--- config.mk ---
export PLATFORM = sky130hd
export DESIGN_NAME = vga_timing_gen_flat
export DESIGN_NICKNAME = d
export VERILOG_FILES = /design/src/rtl/vga_pkg.sv /design/src/rtl/vga_if.sv /design/src/rtl/vga_axis_cnt.sv /design/src/rtl/vga_timing_gen.sv /design/src/flat_wrapper.sv
export SDC_FILE = /design/constraint.sdc
export NUM_CORES = 1
export LEC_CHECK = 0
export BUFFER_PORTS_ARGS = -buffer_cell sky130_fd_sc_hd__buf_2
export CORE_UTILIZATION = 40
export CTS_CLUSTER_DIAMETER = 60
export DETAILED_ROUTE_END_ITERATION = 7
export PLACE_DENSITY_LB_ADDON = 0.12
export SYNTH_ARGS = -nofsm -noshare
export SYNTH_HDL_FRONTEND = slang
export SYNTH_SLANG_ARGS = --single-unit
--- constraint.sdc ---
create_clock -name clk_i -period 3.75 [get_ports clk_i]
set_input_delay 0.375 -clock clk_i [delete_from_list [all_inputs] [get_ports clk_i]]
set_output_delay 0.375 -clock clk_i [all_outputs]
set_load 0.02 [all_outputs]
--- src/rtl/vga_pkg.sv ---
`default_nettype none
// +----------------------------------------------------------------------+
// | vga_pkg - per-axis VGA timing descriptor and 640x480@60 constants     |
// | Revision: 1.0                                                         |
// +----------------------------------------------------------------------+
package vga_pkg;

  typedef struct packed {
    logic [15:0] active;
    logic [15:0] fp;
    logic [15:0] sync;
    logic [15:0] bp;
  } vga_timing_t;

  function automatic int unsigned total(vga_timing_t t);
    return 32'(t.active) + 32'(t.fp) + 32'(t.sync) + 32'(t.bp);
  endfunction

  localparam vga_timing_t VGA_640X480_H = '{active: 16'd640, fp: 16'd16, sync: 16'd96, bp: 16'd48};
  localparam vga_timing_t VGA_640X480_V = '{active: 16'd480, fp: 16'd10, sync: 16'd2,  bp: 16'd33};

endpackage
`default_nettype wire

--- src/rtl/vga_if.sv ---
`default_nettype none
// +----------------------------------------------------------------------+
// | vga_if - monitor-side VGA link: sync pair plus RGB channels           |
// | Revision: 1.0                                                         |
// +----------------------------------------------------------------------+
interface vga_if #(
  parameter int COLOR_W = 4
);
  logic               hs;
  logic               vs;
  logic [COLOR_W-1:0] red;
  logic [COLOR_W-1:0] green;
  logic [COLOR_W-1:0] blue;

  modport src (output hs, vs, red, green, blue);
  modport snk (input  hs, vs, red, green, blue);
endinterface
`default_nettype wire

--- src/rtl/vga_axis_cnt.sv ---
`default_nettype none
// +----------------------------------------------------------------------+
// | vga_axis_cnt - one timing axis: wrapping position counter + decodes   |
// | Revision: 1.0                                                         |
// +----------------------------------------------------------------------+
module vga_axis_cnt
  import vga_pkg::*;
#(
  parameter vga_timing_t TIMING = VGA_640X480_H,
  parameter int          CW     = 10
) (
  input  logic          clk_i,
  input  logic          rst_n_i,
  input  logic          step_i,
  input  logic          clr_i,
  output logic [CW-1:0] cnt_o,
  output logic          wrap_o,
  output logic          act_o,
  output logic          sync_o
);

  localparam int unsigned   TOTAL   = total(TIMING);
  localparam logic [CW-1:0] LAST    = CW'(TOTAL - 32'd1);
  localparam logic [CW-1:0] ACT_N   = CW'(32'(TIMING.active));
  localparam logic [CW-1:0] SYNC_LO = CW'(32'(TIMING.active) + 32'(TIMING.fp));
  localparam logic [CW-1:0] SYNC_HI = CW'(32'(TIMING.active) + 32'(TIMING.fp) + 32'(TIMING.sync) - 32'd1);

  logic [CW-1:0] cnt_q, cnt_d;

  assign wrap_o = step_i && (cnt_q == LAST);
  assign cnt_o  = cnt_q;
  assign act_o  = (cnt_q < ACT_N);
  assign sync_o = (cnt_q >= SYNC_LO) && (cnt_q <= SYNC_HI);

  always_comb begin
    cnt_d = cnt_q;
    if (clr_i || wrap_o) begin
      cnt_d = '0;
    end else if (step_i) begin
      cnt_d = cnt_q + 1'b1;
    end
  end

  always_ff @(posedge clk_i or negedge rst_n_i) begin
    if (!rst_n_i) begin
      cnt_q <= '0;
    end else begin
      cnt_q <= cnt_d;
    end
  end

endmodule
`default_nettype wire

--- src/rtl/vga_timing_gen.sv ---
`default_nettype none
// +----------------------------------------------------------------------+
// | vga_timing_gen - VGA sync/coordinate source with 1-cycle colour return |
// | Revision: 1.0                                                         |
// +----------------------------------------------------------------------+
module vga_timing_gen
  import vga_pkg::*;
#(
  parameter int   H_ACTIVE = int'(VGA_640X480_H.active),
  parameter int   H_FP     = int'(VGA_640X480_H.fp),
  parameter int   H_SYNC   = int'(VGA_640X480_H.sync),
  parameter int   H_BP     = int'(VGA_640X480_H.bp),
  parameter int   V_ACTIVE = int'(VGA_640X480_V.active),
  parameter int   V_FP     = int'(VGA_640X480_V.fp),
  parameter int   V_SYNC   = int'(VGA_640X480_V.sync),
  parameter int   V_BP     = int'(VGA_640X480_V.bp),
  parameter logic HS_POL   = 1'b0,
  parameter logic VS_POL   = 1'b0,
  parameter int   COLOR_W  = 4,
  localparam int  H_TOTAL  = H_ACTIVE + H_FP + H_SYNC + H_BP,
  localparam int  V_TOTAL  = V_ACTIVE + V_FP + V_SYNC + V_BP,
  localparam int  XW       = $clog2(H_TOTAL),
  localparam int  YW       = $clog2(V_TOTAL)
) (
  input  logic               clk_i,
  input  logic               rst_n_i,
  input  logic               en_i,
  input  logic [COLOR_W-1:0] red_i,
  input  logic [COLOR_W-1:0] green_i,
  input  logic [COLOR_W-1:0] blue_i,
  output logic [XW-1:0]      pix_x_o,
  output logic [YW-1:0]      pix_y_o,
  output logic               pix_act_o,
  output logic               line_start_o,
  output logic               frame_start_o,
  vga_if.src                 vga_out_if
);

  generate
    if (H_FP == 0 || H_SYNC == 0 || H_BP == 0 || V_FP == 0 || V_SYNC == 0 || V_BP == 0) begin : g_bad_timing
      $error("vga_timing_gen: porch and sync widths must all be nonzero");
    end
    if (COLOR_W != vga_out_if.COLOR_W) begin : g_bad_width
      $error("vga_timing_gen: COLOR_W does not match the vga_if channel width");
    end
  endgenerate

  localparam vga_timing_t H_TIMING = '{active: 16'(H_ACTIVE), fp: 16'(H_FP), sync: 16'(H_SYNC), bp: 16'(H_BP)};
  localparam vga_timing_t V_TIMING = '{active: 16'(V_ACTIVE), fp: 16'(V_FP), sync: 16'(V_SYNC), bp: 16'(V_BP)};

  logic [XW-1:0] h_cnt;
  logic [YW-1:0] v_cnt;
  logic          h_wrap, h_act, h_sync;
  logic          v_wrap_unused, v_act, v_sync;
  logic          pix_act;

  vga_axis_cnt #(.TIMING(H_TIMING), .CW(XW)) u_h_cnt (
    .clk_i   (clk_i),
    .rst_n_i (rst_n_i),
    .step_i  (en_i),
    .clr_i   (~en_i),
    .cnt_o   (h_cnt),
    .wrap_o  (h_wrap),
    .act_o   (h_act),
    .sync_o  (h_sync)
  );

  // Lines advance only on the horizontal wrap, so both axes wrap together.
  vga_axis_cnt #(.TIMING(V_TIMING), .CW(YW)) u_v_cnt (
    .clk_i   (clk_i),
    .rst_n_i (rst_n_i),
    .step_i  (h_wrap),
    .clr_i   (~en_i),
    .cnt_o   (v_cnt),
    .wrap_o  (v_wrap_unused),
    .act_o   (v_act),
    .sync_o  (v_sync)
  );

  assign pix_act       = en_i && h_act && v_act;
  assign pix_x_o       = h_cnt;
  assign pix_y_o       = v_cnt;
  assign pix_act_o     = pix_act;
  assign line_start_o  = en_i && (h_cnt == '0);
  assign frame_start_o = en_i && (h_cnt == '0) && (v_cnt == '0);

  logic hs_q, hs_d;
  logic vs_q, vs_d;
  logic act_q, act_d;

  always_comb begin
    hs_d  = ~HS_POL;
    vs_d  = ~VS_POL;
    act_d = 1'b0;
    if (en_i) begin
      hs_d  = h_sync ? HS_POL : ~HS_POL;
      vs_d  = v_sync ? VS_POL : ~VS_POL;
      act_d = pix_act;
    end
  end

  always_ff @(posedge clk_i or negedge rst_n_i) begin
    if (!rst_n_i) begin
      hs_q  <= ~HS_POL;
      vs_q  <= ~VS_POL;
      act_q <= 1'b0;
    end else begin
      hs_q  <= hs_d;
      vs_q  <= vs_d;
      act_q <= act_d;
    end
  end

  // Renderer colour arrives one cycle after its pixel, already aligned with act_q.
  assign vga_out_if.hs    = hs_q;
  assign vga_out_if.vs    = vs_q;
  assign vga_out_if.red   = act_q ? red_i   : '0;
  assign vga_out_if.green = act_q ? green_i : '0;
  assign vga_out_if.blue  = act_q ? blue_i  : '0;

endmodule
`default_nettype wire

--- src/flat_wrapper.sv ---
// flat-port wrapper written by rule: the top's interface ports become plain ports
module vga_timing_gen_flat import vga_pkg::*;
#(
  parameter int   H_ACTIVE = int'(VGA_640X480_H.active),
  parameter int   H_FP     = int'(VGA_640X480_H.fp),
  parameter int   H_SYNC   = int'(VGA_640X480_H.sync),
  parameter int   H_BP     = int'(VGA_640X480_H.bp),
  parameter int   V_ACTIVE = int'(VGA_640X480_V.active),
  parameter int   V_FP     = int'(VGA_640X480_V.fp),
  parameter int   V_SYNC   = int'(VGA_640X480_V.sync),
  parameter int   V_BP     = int'(VGA_640X480_V.bp),
  parameter logic HS_POL   = 1'b0,
  parameter logic VS_POL   = 1'b0,
  parameter int   COLOR_W  = 4,
  localparam int  H_TOTAL  = H_ACTIVE + H_FP + H_SYNC + H_BP,
  localparam int  V_TOTAL  = V_ACTIVE + V_FP + V_SYNC + V_BP,
  localparam int  XW       = $clog2(H_TOTAL),
  localparam int  YW       = $clog2(V_TOTAL)
)
  (clk_i, rst_n_i, en_i, red_i, green_i, blue_i, pix_x_o, pix_y_o, pix_act_o, line_start_o, frame_start_o, vga_out_if_hs, vga_out_if_vs, vga_out_if_red, vga_out_if_green, vga_out_if_blue);
  vga_if #(.COLOR_W(COLOR_W)) vga_out_if_i ();
  input  logic clk_i;
  input  logic rst_n_i;
  input  logic en_i;
  input  logic [COLOR_W-1:0] red_i;
  input  logic [COLOR_W-1:0] green_i;
  input  logic [COLOR_W-1:0] blue_i;
  output logic [XW-1:0] pix_x_o;
  output logic [YW-1:0] pix_y_o;
  output logic pix_act_o;
  output logic line_start_o;
  output logic frame_start_o;
  output wire logic [$bits(vga_out_if_i.hs)-1:0] vga_out_if_hs;
  output wire logic [$bits(vga_out_if_i.vs)-1:0] vga_out_if_vs;
  output wire logic [$bits(vga_out_if_i.red)-1:0] vga_out_if_red;
  output wire logic [$bits(vga_out_if_i.green)-1:0] vga_out_if_green;
  output wire logic [$bits(vga_out_if_i.blue)-1:0] vga_out_if_blue;
  assign vga_out_if_hs = vga_out_if_i.hs;
  assign vga_out_if_vs = vga_out_if_i.vs;
  assign vga_out_if_red = vga_out_if_i.red;
  assign vga_out_if_green = vga_out_if_i.green;
  assign vga_out_if_blue = vga_out_if_i.blue;
  vga_timing_gen #(.H_ACTIVE(H_ACTIVE), .H_FP(H_FP), .H_SYNC(H_SYNC), .H_BP(H_BP), .V_ACTIVE(V_ACTIVE), .V_FP(V_FP), .V_SYNC(V_SYNC), .V_BP(V_BP), .HS_POL(HS_POL), .VS_POL(VS_POL), .COLOR_W(COLOR_W)) u_core (.clk_i(clk_i), .rst_n_i(rst_n_i), .en_i(en_i), .red_i(red_i), .green_i(green_i), .blue_i(blue_i), .pix_x_o(pix_x_o), .pix_y_o(pix_y_o), .pix_act_o(pix_act_o), .line_start_o(line_start_o), .frame_start_o(frame_start_o), .vga_out_if(vga_out_if_i));
endmodule
==> key figures, run 1 <==
Clock tree
  – CTS hold repair buffers: 0
  – CTS Buf Count: 3
  – H-tree lvl count: 1
  – Cts repair resizes: 0
  – Root Buffer: clkbuf_4
  – Setup Buffers After CTS: 0
  – Clk Latency, worst-skew pair: slightly above 0.3 ns
  – Clock Path Buffers: 2
  – Clk sink count: 23
  – CTS tree: built
  – Clock slew seen by the registers of the worst setup and hold paths: ~0.13 ns

Synthesis
  – Top cells by count, synth: dfrtp_1, and2_1, nor2_1
  – Most common cell in the netlist: dfrtp_1
  – Post-Syn Nets: around 170
  – Sequential fraction of the synthesis area: a little over two fifths
  – Post-synth EDFFs: 0
  – Synthesized area: roughly 0.0013 sq mm
  – Top_reg_cell synth: dfrtp_1
  – Area leader, netlist: dfrtp_1
  – Gate Count Post-Synth: about 150
  – Yosys top cell area share: 39.4%
  – Synth warn: 0
  – Yosys cell types: 35
  – Fraction of registers with async set or reset after synthesis: 100%
  – Flops & latches, synth: 23
  – Top cells by area, synth: dfrtp_1, and2_1, dfstp_2, ha_1, or3_1
  – Synthesized area per cell: between 9 and 10 sq um

Drt
  – Drt via density: 5.25
  – Routed wire length: around 3.2 mm
  – Routed len/inst: approximately 13 um
  – DRT iter0 DRCs: 45
  – Residual DRC: 0
  – Antenna-violating nets left: 0
  – Via count: between 1,000 and 1,500
  – DRT Pass-1 Iters: 4

Timing
  – Slew margin rel.: between 50% and 60%
  – Setup_tns: 0 ns
  – Final Skew: 0.00366 ns
  – Worst Tran Pin Value: roughly 0.67 ns
  – F_max: 456 MHz
  – RSZ-0062 raised after global routing: no
  – Post-layout min period: ~2.2 ns
  – # setup viols final: 0
  – Final Hold Vio Count: 0
  – Max-slew violations: 0
  – Hold slack: 0.0237 ns
  – Final period utilization: about three fifths

Global routing
  – Antenna violations before repair: 0
  – Vias in the first global route: between 1,000 and 1,500
  – GRT overflow: 0
  – Gr usage total: between 10% and 20%
  – First-pass GRT wire length: approximately 5.1 mm
  – Largest net degree at the start of global routing: 24

Floorplan
  – # IOs: 52
  – Die span in y: around 60 um
  – Core area: about 0.0031 sq mm
  – DIE AREA: 0.00357 sq mm
  – Core Rows: 20
  – Initial Util: a little over two fifths
  – Die Width: about 60 um

Final layout
  – Antenna cells: 0
  – Area Growth Syn to Fin: 23.8%
  – Area of the multi-input gates: ~700 sq um
  – Nets: between 200 and 250
  – Layout cell share with drive strength beyond 1: slightly below 30%
  – Sequential Area: around 580 sq um
  – Fillers: 322
  – Post-layout util: a little over half

Critical path
  – CP Launch Type: flop
  – Critical path's slowest cell: or4b_4
  – CP max FO: 15
  – Crit-path cells: or4b_4 > o31a_1 > or4_1 > a21oi_1
  – WP data arrival: 2.43 ns
  – CP endpoint kind: flop
  – WP data required: between 3 and 4 ns
  – Max incr delay on CP: between 0.5 and 0.6 ns
  – WS Path Type: reg2reg

Min path
  – HP Class: in2async

Placement
  – Number of I/O port buffers: around 50
  – Final GP Congestion: 0.863
  – Post-DP HPWL: 2.44 mm

Pwr
  – P_leak: just under 0.0008 uW
  – Pwr/cell area: between 200 and 300 mW/mm^2
  – Max VDD drop: 0.000133 V

Outcome
  – Outcome: complete, no violations

Flow run
  – Total of max-cap violations: 0
-- path summary, 6_finish.rpt --
path | cells past startpoint | end | start | slack [ns]
worst min register to register | 1 | u_core.u_h_cnt.cnt_o[0]$_DFFE_PN0P_ | u_core.u_h_cnt.cnt_o[0]$_DFFE_PN0P_ | 0.55
worst max register to register | 4 | u_core.u_v_cnt.cnt_o[7]$_DFFE_PN0P_ | u_core.u_h_cnt.cnt_o[6]$_DFFE_PN0P_ | 1.56
worst max-delay path | 4 | u_core.u_v_cnt.cnt_o[7]$_DFFE_PN0P_ | u_core.u_h_cnt.cnt_o[6]$_DFFE_PN0P_ | 1.56
worst min-delay path | 1 | u_core.u_v_cnt.cnt_o[4]$_DFFE_PN0P_ | rst_n_i | 0.02
max in group asynchronous | 1 | u_core.vga_out_if.hs$_DFF_PN1_ | rst_n_i | 3.35
min in group clk_i | 2 | u_core.u_v_cnt.cnt_o[0]$_DFFE_PN0P_ | en_i | 0.40
-- state kept, by name (all words and copies together), names as in the netlist --
| register | flops |
|---|---|
| u_core.u_h_cnt.cnt_o | 10 |
| u_core.act_q | 1 |
| u_core.vga_out_if.hs | 1 |
| u_core.vga_out_if.vs | 1 |
| u_core.u_v_cnt.cnt_o | 10 |
-- where the power goes --
| part | switching, uW | internal (uW) | total [uW] | leakage (uW) |
|---|---|---|---|---|
| Clock | 74.9 | 41.5 | 116 | 0.0000150 |
| Sequential | 5.33 | 251 | 257 | 0.000310 |
| Combinational | 38.9 | 23.1 | 62.0 | 0.000466 |
| Total | 119 | 316 | 435 | 0.000791 |
-- per-stage QoR --
step           cells  power, uW  instance area [sq um]  setup WS [ns]
3_3_place_gp     238        323                   1630           1.67
4_1_cts          242        439                   1650           1.56
5_1_grt          242        455                   1650           1.40
6_report         242        435                   1650           1.56
2_1_floorplan    146        296                   1330           1.72
3_5_place_dp     238        323                   1630           1.60
-- cells by family after synthesis --
| logic type | count (synthesis) | synth area share (%) |
|---|---|---|
| AO/OA/AOI/OAI | 25 | 11.4 |
| XOR/XNOR | 7 | 4.60 |
| adder cells (fa/ha/maj) | 4 | 3.75 |
| buffers and inverters | 10 | 3.38 |
| flip-flops | 23 | 43.3 |
| multiplexers | 1 | 0.750 |
| AND/OR/NAND/NOR | 76 | 32.7 |
-- cell usage in the layout (no fill, tap or decap), drive strengths merged, types with 2 or more instances in the layout --
cell / instances
xor2: 3
and2: 19
dfstp: 2
clkbuf: 4
nand4: 4
nor2: 9
o31ai: 3
buf: 51
o21ai: 9
ha: 4
inv: 7
nor4: 3
nand2: 8
nor4b: 2
or3: 8
and3: 4
xnor2: 4
a21oi: 8
nand3: 7
nor3: 5
a21boi: 2
dfrtp: 21
-- per-layer routing --
layer,part of all wire (%),global-route usage [%],vias up
met2,47,32.2,44
met3,5.1,2.60,4
met5,0,0,-
li1,-,-,624
met1,47,24.6,599
met4,1.1,8.97,0
-- final cells by class --
cell class | count | share of cell area, %
multi-input combinational | 113 | 43.0
sequential | 23 | 35.0
timing repair buffer | 51 | 15.5
tap | 44 | 3.33
clock buffer | 4 | 1.59
inverter | 7 | 1.59
-- worst max-delay path, delay by kind of cell (launching register included) --
kind	cells	cell delay [ns]
AO/OA/AOI/OAI	2	0.57
flip-flops	1	0.47
AND/OR/NAND/NOR	2	1.08
No activity file was read; power rests on OpenSTA's default activity.
==> run 2: changes to the inputs <==
--- a/config.mk
+++ b/config.mk
@@ -5,6 +5,7 @@
 export SDC_FILE = /design/constraint.sdc
 export NUM_CORES = 1
 export LEC_CHECK = 0
+export ABC_AREA = 1
 export BUFFER_PORTS_ARGS = -buffer_cell sky130_fd_sc_hd__buf_2
 export CORE_UTILIZATION = 40
 export CTS_CLUSTER_DIAMETER = 60
==> constraint.sdc (replaced) <==
create_clock -name clk_i -period 2.2 [get_ports clk_i]
set_input_delay 0.22 -clock clk_i [delete_from_list [all_inputs] [get_ports clk_i]]
set_output_delay 0.22 -clock clk_i [all_outputs]
set_load 0.02 [all_outputs]
==> run 2 against run 1 <==
Routed wire length rose by 9.9%. Flip-flop and latch count unchanged. Worst setup slack lost 1.3 ns.
==> key figures, run 2 <==
Outcome
  – Outcome: complete, no violations (unchanged)

Clock tree
  – Clock slew seen by the registers of the worst setup and hold paths: 0.08 ns (was 0.13 ns)
  – H-tree lvl count: 1 (unchanged)
  – Setup Buffers After CTS: 0 (unchanged)
  – CTS Buf Count: 3 (unchanged)
  – CTS hold repair buffers: 1 (was 0)
  – Clock Path Buffers: 2 (unchanged)
  – Clk Latency, worst-skew pair: 0.26 ns (was 0.31 ns)
  – Root Buffer: clkbuf_8 (was clkbuf_4)
  – CTS tree: built (unchanged)
  – Cts repair resizes: 0 (unchanged)
  – Clk sink count: 23 (unchanged)

Final layout
  – Area Growth Syn to Fin: 22.1% (was 23.8%)
  – Most frequent cells in the layout: nand2_1, buf_2, inv_1 (was buf_2, dfrtp_1, and2_1)
  – Nets: 290 (was 218)
  – Antenna cells: 0 (unchanged)
  – Most common cell after layout, fill and taps aside: nand2_1 (was buf_2)
  – Layout cell share with drive strength beyond 1: 23.7% (was 29.3%)

Timing
  – Max-slew violations: 0 (unchanged)
  – RSZ-0062 raised after global routing: no (unchanged)
  – Post-layout min period: between 1.5 and 2 ns
  – Hold slack: 0.245 ns (was 0.0237 ns)
  – Final Hold Vio Count: 0 (unchanged)
  – # setup viols final: 0 (unchanged)
  – Setup_tns: 0 ns (unchanged)
  – Worst Tran Pin Value: 0.511 ns (was 0.668 ns)
  – Slew margin rel.: 65.9% (was 55.2%)
  – Final period utilization: approximately 87%
  – F_max: roughly 520 MHz
  – Final Skew: 0.00216 ns (was 0.00366 ns)

Min path
  – Worst Hold End: u_core.vga_out_if.hs$_DFF_PN1_
  – Hold wc startpoint: en_i
  – Hold depth: 2
  – HP Class: in2reg (was in2async)

Critical path
  – CP max FO: 7 (was 15)
  – WP data required: 1.98 ns (was 3.99 ns)
  – Critical path origin: u_core.u_h_cnt.cnt_o[0]$_DFFE_PN0P_ (was u_core.u_h_cnt.cnt_o[6]$_DFFE_PN0P_)
  – RR Endpoint: u_core.u_v_cnt.cnt_o[8]$_DFFE_PN0P_ (was u_core.u_v_cnt.cnt_o[7]$_DFFE_PN0P_)
  – CP endpoint kind: output port (was flop)
  – WS Path Type: reg2out (was reg2reg)
  – CP Launch Type: flop (unchanged)
  – WP data arrival: 1.69 ns (was 2.43 ns)
  – Worst reg-to-reg setup slack: 0.59 ns (was 1.56 ns)
  – Reg2reg start: u_core.u_v_cnt.cnt_o[0]$_DFFE_PN0P_ (was u_core.u_h_cnt.cnt_o[6]$_DFFE_PN0P_)
  – FF-to-FF path depth: 8 (was 4)

Drt
  – DRT iter0 DRCs: 51 (was 45)
  – Routed len/inst: 11.2 um (was 13.2 um)
  – Residual DRC: 0 (unchanged)
  – Drt via density: 4.86 (was 5.25)
  – DRT Pass-1 Iters: 4 (unchanged)
  – Via count: 1,535 (was 1,271)
  – Routed wire length: 3.52 mm (was 3.21 mm)
  – Antenna-violating nets left: 0 (unchanged)

Synthesis
  – Post-Syn Nets: 237 (was 165)
  – Gate Count Post-Synth: 218 (was 146)
  – Top cells by area, synth: dfrtp_1, nand2_1, inv_1, nand4_1, nor2_1 (was dfrtp_1, and2_1, dfstp_2, ha_1, or3_1)
  – Synthesized area per cell: 6.88 sq um (was 9.14 sq um)
  – Yosys cell types: 27 (was 35)
  – Flops & latches, synth: 23 (unchanged)
  – Top cells by count, synth: nand2_1, inv_1, nor2_1 (was dfrtp_1, and2_1, nor2_1)
  – Area leader, netlist: dfrtp_1 (unchanged)
  – Yosys top cell area share: 35.1% (was 39.4%)
  – Synthesized area: 0.00150 sq mm (was 0.00133 sq mm)
  – Fraction of registers with async set or reset after synthesis: 100% (unchanged)
  – Sequential fraction of the synthesis area: 38.6% (was 43.3%)
  – Top_reg_cell synth: dfrtp_1 (unchanged)
  – Most common cell in the netlist: nand2_1 (was dfrtp_1)
  – Synth warn: 0 (unchanged)
  – Post-synth EDFFs: 0 (unchanged)

Floorplan
  – DIE AREA: 0.00400 sq mm (was 0.00357 sq mm)
  – Core area: 0.00347 sq mm (was 0.00310 sq mm)
  – Die Width: 63.2 um (was 59.7 um)
  – Core Rows: 21 (was 20)
  – Initial Util: 43.2% (was 43.0%)
  – # IOs: 52 (unchanged)
  – Die span in y: 63.2 um (was 59.7 um)

Pwr
  – Sw Share: 29.9% (was 27.4%)
  – P_leak: 0.00110 uW (was 0.000791 uW)
  – Max VDD drop: 0.000323 V (was 0.000133 V)
  – Part of the power in registers: 52.1% (was 59.0%)
  – Pwr/cell area: 479 mW/mm^2 (was 263 mW/mm^2)
  – Psw: 262 uW (was 119 uW)
  – Clk network pwr share: 30.4% (was 26.8%)
  – Int Power: 615 uW (was 316 uW)
  – Gate power share: 17.5% (was 14.3%)

Global routing
  – GRT overflow: 0 (unchanged)
  – First-pass GRT wire length: 6.18 mm (was 5.14 mm)
  – Antenna violations before repair: 0 (unchanged)
  – Largest net degree at the start of global routing: 24 (unchanged)
  – Vias in the first global route: 1,330 (was 1,165)
  – Gr usage total: 19.2% (was 19.3%)

Placement
  – Post-DP HPWL: 2.60 mm (was 2.44 mm)
  – Number of I/O port buffers: 51 (unchanged)
  – Final GP Congestion: 0.855 (was 0.863)

Flow run
  – Total of max-cap violations: 0 (unchanged)
==> run 2: cell count changes after synthesis, sizes merged, moves of 3 or more <==
| cell | delta |
|---|---|
| nand3 | +10 |
| inv | +36 |
| buf | +3 |
| nor2 | +16 |
| nand4 | +11 |
| nand2 | +50 |
| xnor2 | -4 |
| and2 | -19 |
| or3 | -8 |
| and3 | -4 |
| o31ai | -3 |
==> run 2: worst max-delay path by stage <==
stage	slack, ns	to	depth (start not counted)
2_1_floorplan	0.38	frame_start_o	6
3_3_place_gp	0.58	frame_start_o	7
3_5_place_dp	0.57	frame_start_o	7
4_1_cts	0.26	frame_start_o	7
5_1_grt	0.19	frame_start_o	7
6_report	0.29	frame_start_o	7
==> run 2: power groups by stage <==
stage / combinational [uW] / sequential [uW] / clock [uW]
4_1_cts: 156 / 456 / 277
3_3_place_gp: 155 / 464 / 0
5_1_grt: 170 / 460 / 297
3_5_place_dp: 154 / 465 / 0
2_1_floorplan: 86.7 / 472 / 0
6_report: 153 / 457 / 267
==> run 2: cell type report <==
type                       instances  area, sq um
multi-input combinational        146          711
clock buffer                       3         41.3
clock inverter                     1         5.00
timing repair buffer              53          273
inverter                          44          165
tap                               46         57.6
fill                             359         1640
sequential                        23          578
==> run 2: logic make-up (layout without fill, tap and decap cells) <==
logic type | count (synthesis) | count (layout) | synth area share, %
and+or+nand+nor | 122 | 122 | 36.6
DFF | 23 | 23 | 38.6
buffers and inverters | 49 | 101 | 14.0
AOI/OAI and AO/OA | 18 | 18 | 6.34
xor gates and xnor gates | 2 | 2 | 1.17
adders and majority gates | 4 | 4 | 3.34
==> run 2: metrics by stage <==
| step | std cells | worst slack [ns] | instance area [sq um] | util (%) | total power, uW |
|---|---|---|---|---|---|
| 2_1_floorplan | 218 | 0.383 | 1500 | - | 559 |
| 3_3_place_gp | 311 | 0.578 | 1770 | 51.2 | 619 |
| 3_5_place_dp | 311 | 0.568 | 1770 | 51.2 | 619 |
| 4_1_cts | 316 | 0.263 | 1830 | 52.8 | 889 |
| 5_1_grt | 316 | 0.188 | 1830 | 52.8 | 926 |
| 6_report | 316 | 0.288 | 1830 | 52.8 | 877 |
==> run 2: worst max-delay path, cell delays in order, from the launching register on <==
cell and delay, ns:
dfrtp_1 0.45, inv_1 0.08, ha_1 0.14, inv_1 0.03, nor2_1 0.10, nand4_1 0.11, nor4_1 0.29, buf_2 0.23
==> run 2: routing by layer <==
metal / global-route usage (%) / part of all wire, % / vias up
met5: 0 / 0 / -
met4: 6.53 / 1.6 / 0
met3: 4.17 / 6.7 / 6
met2: 30.1 / 44 / 61
met1: 26.1 / 48 / 676
li1: - / - / 792
